<file path="config.mk">
export PLATFORM = sky130hd
export DESIGN_NAME = xor_unit_arbiter
export DESIGN_NICKNAME = d
export VERILOG_FILES = /design/src/rtl/xor_unit_arbiter.sv
export SDC_FILE = /design/constraint.sdc
export NUM_CORES = 1
export LEC_CHECK = 0
export CAP_MARGIN = 20
export CORE_ASPECT_RATIO = 0.9
export CORE_UTILIZATION = 39
export CTS_BUF_LIST = sky130_fd_sc_hd__clkbuf_8
export CTS_CLUSTER_SIZE = 16
export DETAILED_ROUTE_END_ITERATION = 16
export MAX_ROUTING_LAYER = met4
export PLACE_DENSITY_LB_ADDON = 0.3
export SETUP_SLACK_MARGIN = 0.15
export SKIP_CTS_REPAIR_TIMING = 1
export SYNTH_ARGS = -nofsm -noshare
export SYNTH_HDL_FRONTEND = slang
export SYNTH_SLANG_ARGS = --single-unit
</file>
<file path="constraint.sdc">
create_clock -name clk -period 3.35 [get_ports clk]
set_input_delay 0.5025 -clock clk [delete_from_list [all_inputs] [get_ports clk]]
set_output_delay 0.5025 -clock clk [all_outputs]
set_load 0.01 [all_outputs]
</file>
<file path="src/rtl/xor_unit_arbiter.sv">
// Shares one registered WIDTH-bit XOR unit among N_REQ requesters using a round-robin grant.
// Define XOR_ARB_PARITY_EN to register rsp_parity alongside rsp_data; otherwise it is tied to 0.
module xor_unit_arbiter #(
  parameter int N_REQ = 4,
  parameter int WIDTH = 8,
  parameter int ID_W  = 2
) (
  input  logic                   clk,
  input  logic                   rst_n,
  input  logic [N_REQ-1:0]       req_valid,
  input  logic [N_REQ*WIDTH-1:0] req_a,
  input  logic [N_REQ*WIDTH-1:0] req_b,
  output logic [N_REQ-1:0]       req_ready,
  output logic                   rsp_valid,
  output logic [WIDTH-1:0]       rsp_data,
  output logic [ID_W-1:0]        rsp_id,
  input  logic                   rsp_ready,
  output logic                   rsp_parity,
  output logic                   busy
);

  localparam logic [0:0] IDLE = 1'b0;
  localparam logic [0:0] RESP = 1'b1;

  logic [0:0]       state_reg, state_next;
  logic [ID_W-1:0]  rr_ptr_reg, rr_ptr_next;
  logic             valid_reg, valid_next;
  logic [WIDTH-1:0] data_reg, data_next;
  logic [ID_W-1:0]  id_reg, id_next;

  logic [WIDTH-1:0] xor_arr [N_REQ];
  logic             found_hi, found_any;
  logic [ID_W-1:0]  idx_hi, idx_any;
  logic             grant_found;
  logic [ID_W-1:0]  grant_idx;
  logic [WIDTH-1:0] grant_data;
  logic             accept_ok;
  logic             accept;

  generate
    for (genvar gi = 0; gi < N_REQ; gi++) begin : g_lane
      assign xor_arr[gi]   = req_a[gi*WIDTH +: WIDTH] ^ req_b[gi*WIDTH +: WIDTH];
      // Grant is suppressed while reset is asserted even though state is already IDLE.
      assign req_ready[gi] = rst_n & accept & (grant_idx == ID_W'(gi));
    end
  endgenerate

  // Round-robin search: lowest valid index at or above rr_ptr, else lowest valid overall (wrap).
  always_comb begin
    found_hi  = 1'b0;
    found_any = 1'b0;
    idx_hi    = '0;
    idx_any   = '0;
    for (int i = N_REQ - 1; i >= 0; i--) begin
      if (req_valid[i]) begin
        found_any = 1'b1;
        idx_any   = ID_W'(i);
        if (ID_W'(i) >= rr_ptr_reg) begin
          found_hi = 1'b1;
          idx_hi   = ID_W'(i);
        end
      end
    end
  end

  assign grant_found = found_any;
  assign grant_idx   = found_hi ? idx_hi : idx_any;
  assign grant_data  = xor_arr[grant_idx];
  assign accept_ok   = (state_reg == IDLE) || rsp_ready;
  assign accept      = grant_found && accept_ok;

  always_comb begin
    state_next  = state_reg;
    rr_ptr_next = rr_ptr_reg;
    valid_next  = valid_reg;
    data_next   = data_reg;
    id_next     = id_reg;
    if (accept) begin
      state_next  = RESP;
      valid_next  = 1'b1;
      data_next   = grant_data;
      id_next     = grant_idx;
      rr_ptr_next = (grant_idx == ID_W'(N_REQ - 1)) ? '0 : grant_idx + 1'b1;
    end else if (state_reg == RESP && rsp_ready) begin
      state_next = IDLE;
      valid_next = 1'b0;
    end
  end

  always_ff @(posedge clk or negedge rst_n) begin
    if (!rst_n) begin
      state_reg  <= IDLE;
      rr_ptr_reg <= '0;
      valid_reg  <= 1'b0;
      data_reg   <= '0;
      id_reg     <= '0;
    end else begin
      state_reg  <= state_next;
      rr_ptr_reg <= rr_ptr_next;
      valid_reg  <= valid_next;
      data_reg   <= data_next;
      id_reg     <= id_next;
    end
  end

`ifdef XOR_ARB_PARITY_EN
  logic parity_reg;

  always_ff @(posedge clk or negedge rst_n) begin
    if (!rst_n) begin
      parity_reg <= 1'b0;
    end else if (accept) begin
      parity_reg <= ^grant_data;
    end
  end

  assign rsp_parity = parity_reg;
`else
  assign rsp_parity = 1'b0;
`endif

  assign rsp_valid = valid_reg;
  assign rsp_data  = data_reg;
  assign rsp_id    = id_reg;
  assign busy      = (state_reg == RESP);

endmodule

</file>
==> results of run 1 <==
==> final cells by class <==
cell class	instances	area [um2]
multi-input cells	106	821
fillers	206	707
repair buffers	90	893
well taps	40	50.0
clock inverters	1	3.75
flip-flops and latches	13	325
inverters	5	18.8
clock buffers	3	41.3
==> kinds of logic after synthesis <==
family | Yosys count | share of synthesized area
and+or+nand+nor | 17 | 0.0660
AOI/OAI and AO/OA | 51 | 0.316
muxes | 1 | 0.00812
xor gates and xnor gates | 32 | 0.227
buffers and inverters | 13 | 0.0751
DFF | 13 | 0.264
other | 1 | 0.00304
adders and majority gates | 4 | 0.0406
==> layer usage <==
metal	global-route usage	part of all wire	vias to the layer above
met5	-	0	-
met4	0.0682	0.011	0
met3	0.0164	0.055	4
met2	0.407	0.53	61
met1	0.272	0.40	609
li1	-	-	643
==> power by group through the flow <==
stage / sequential, mW / combinational [mW] / clock (mW)
detailed placement: 0.257 / 0.510 / 0
floorplan: 0.264 / 0.279 / 0
global route: 0.264 / 0.554 / 0.148
global placement: 0.257 / 0.492 / 0
finish: 0.258 / 0.513 / 0.135
CTS: 0.256 / 0.515 / 0.138
==> worst max-delay path: cells and delay by family <==
family,cells,cell delay (ns)
AO/OA/AOI/OAI,1,0.36
buffers and inverters,4,1.25
AND/OR/NAND/NOR,2,0.35
adder cells (fa/ha/maj),1,0.14
==> cells in the mapped netlist, types with 2 or more instances <==
| cell type | count | area [um2] |
|---|---|---|
| nor2_1 | 2 | 7.51 |
| xor2_1 | 16 | 140 |
| buf_4 | 2 | 15.0 |
| a221o_1 | 8 | 80.1 |
| ha_1 | 4 | 50.1 |
| a211oi_2 | 7 | 87.6 |
| dfrtp_1 | 13 | 325 |
| nand2_1 | 9 | 33.8 |
| a21o_1 | 3 | 22.5 |
| xnor2_1 | 16 | 140 |
| inv_1 | 5 | 18.8 |
| and3_1 | 4 | 25.0 |
| clkbuf_1 | 2 | 7.51 |
| a21oi_1 | 28 | 140 |
==> worst paths after layout <==
check | startpoint | endpoint | slack, ns
worst min-delay path | rsp_id[1]$_DFFE_PN0N_ | rsp_id[1]$_DFFE_PN0N_ | 0.48
worst min register to register | rsp_id[1]$_DFFE_PN0N_ | rsp_id[1]$_DFFE_PN0N_ | 0.48
worst max-delay path | req_valid[2] | req_ready[2] | 0.25
worst max register to register | rr_ptr_reg[1]$_DFFE_PN0N_ | rsp_data[7]$_DFFE_PN0N_ | 1.41
max in group asynchronous | rst_n | rsp_data[5]$_DFFE_PN0N_ | 2.36
min in group asynchronous | rst_n | rsp_id[1]$_DFFE_PN0N_ | 0.55
==> impl_results.md, run 1 <==
* Outcome: completed
* Die height at 55.3 um
* TritonCTS clock tree: yes
* Post-Synthesis Cells at 132
* Die area at 3390 um2
* Hold Crit Depth at 2
* Syn Nets at 207
* Final Power at 0.906 mW
* WL final at 3570 um
* Largest net degree at the start of global routing at 17
* Worst skew pair latency at 0.24 ns
* Seq/Total Area, Yosys at 0.264
* Req. time, crit path at 2.85 ns
* Vias per inst at 5.10
* Count of buffers from port buffering at 86
* Flops & latches, synth at 13
* Syn Area/Cell at 9.34 um2
* Synthesized cell area at 1230 um2
* Area post-placement at 2100 um2
* Clock net sink count at 13
* Max frequency at 323 MHz
* Cells along the critical path: clkdlybuf4s50_1 -> inv_1 -> o32a_4 -> and2_4 -> inv_1 -> ha_1 -> and3_1 -> clkdlybuf4s50_1
* Highest-delay cell along the critical path: clkdlybuf4s50_1
* Max-cap viol count at 0
* Max rail drop VDD at 179 uV
* Ratio of cells with drive above 1 in the final layout at 0.0826
* Routability congestion estimate at 0.815
* Fin nets at 294
* Remaining Overflow, GRT at 0
* Iter 0 DRT Violations at 37
* Post-synth ARST share at 1.00
* RSZ-0062 raised after global routing: no
* Clk pin slew, worst setup/hold paths at 0.05 ns
* Sequential share of power at 0.285
* N_diodes at 0
* Distinct cells, synth at 27
* NetSw at 0.327 mW
* I/O pin cnt at 88
* Pwr Density at 421 nW/um2
* Std cell rows at 18
* Final setup TNS at 0 ns
* Final instance area at 2150 um2
* Placeable Area at 2860 um2
* Primary FF master, synth: dfrtp_1
* Die span in x at 61.3 um
* Cells after DPL at 254
* Layout area overhead at 74.7%
* Crit-path max cell delay at 0.53 ns
* Final setup violating endpoints at 0
* Worst R2R Path Depth at 6
* DR DRC count at 0
* Setup CP Type: in2out
* Final period util at 0.925
* CP startpoint kind: input port
* H-tree levels at 1
* Layout Skew at 0.00114 ns
* Most common cell after layout, fill and taps aside: clkdlybuf4s50_1
* Lkg Pwr at 0.892 nW
* Avg WL per Cell at 13.8 um
* CTS max path bufs at 2
* Synth Warn # at 0
* Sw Share at 0.361
* Relative slew margins at 0.547
* Total global-route track usage at 0.231
* Most frequent cells in the layout: clkdlybuf4s50_1, a21oi_1, xnor2_1, xor2_1, dfrtp_1
* TritonCTS buffer count at 3
* Via count at 1,317
* Crit-path max FO at 12
* Int Power at 0.579 mW
* CP endpoint kind: output pin
* Worst Tran Pin Value at 0.679 ns
* Clock Power Share at 0.149
* Antenna violations before repair at 0
* First-pass GRT wire length at 5740 um
* Fin util at 0.753
* Largest register FFs at 8
* 1st-pass router iterations at 4
* Endpoints failing hold at 0
* DRT antenna net count at 0
* Post-synth EDFFs at 0
* Hold crit path type: reg2reg
* Min Tclk post-route at 3.10 ns
* CP Data Arrival Time at 2.60 ns
* Via count of the first global-routing pass at 1,352
* Root buffer cell: clkbuf_8
* Initial Util at 0.431
* Place WS at 0.251 ns
* WHS at 0.477 ns
* Fin cells at 258
* Max Slew Vio Count at 0
* Post-DP HPWL at 2900 um
* Final Worst Setup Slack at 0.252 ns
* Combinational group share of total power at 0.566
Power figures use the tool's default switching activity.
==> inputs of run 2 (changes only) <==
--- a/config.mk
+++ b/config.mk
@@ -18,3 +18,4 @@
 export SYNTH_ARGS = -nofsm -noshare
 export SYNTH_HDL_FRONTEND = slang
 export SYNTH_SLANG_ARGS = --single-unit
+export TNS_END_PERCENT = 20
==> results of run 2 <==
No change in the layout: final DEF, timing and power equal those of run 1.
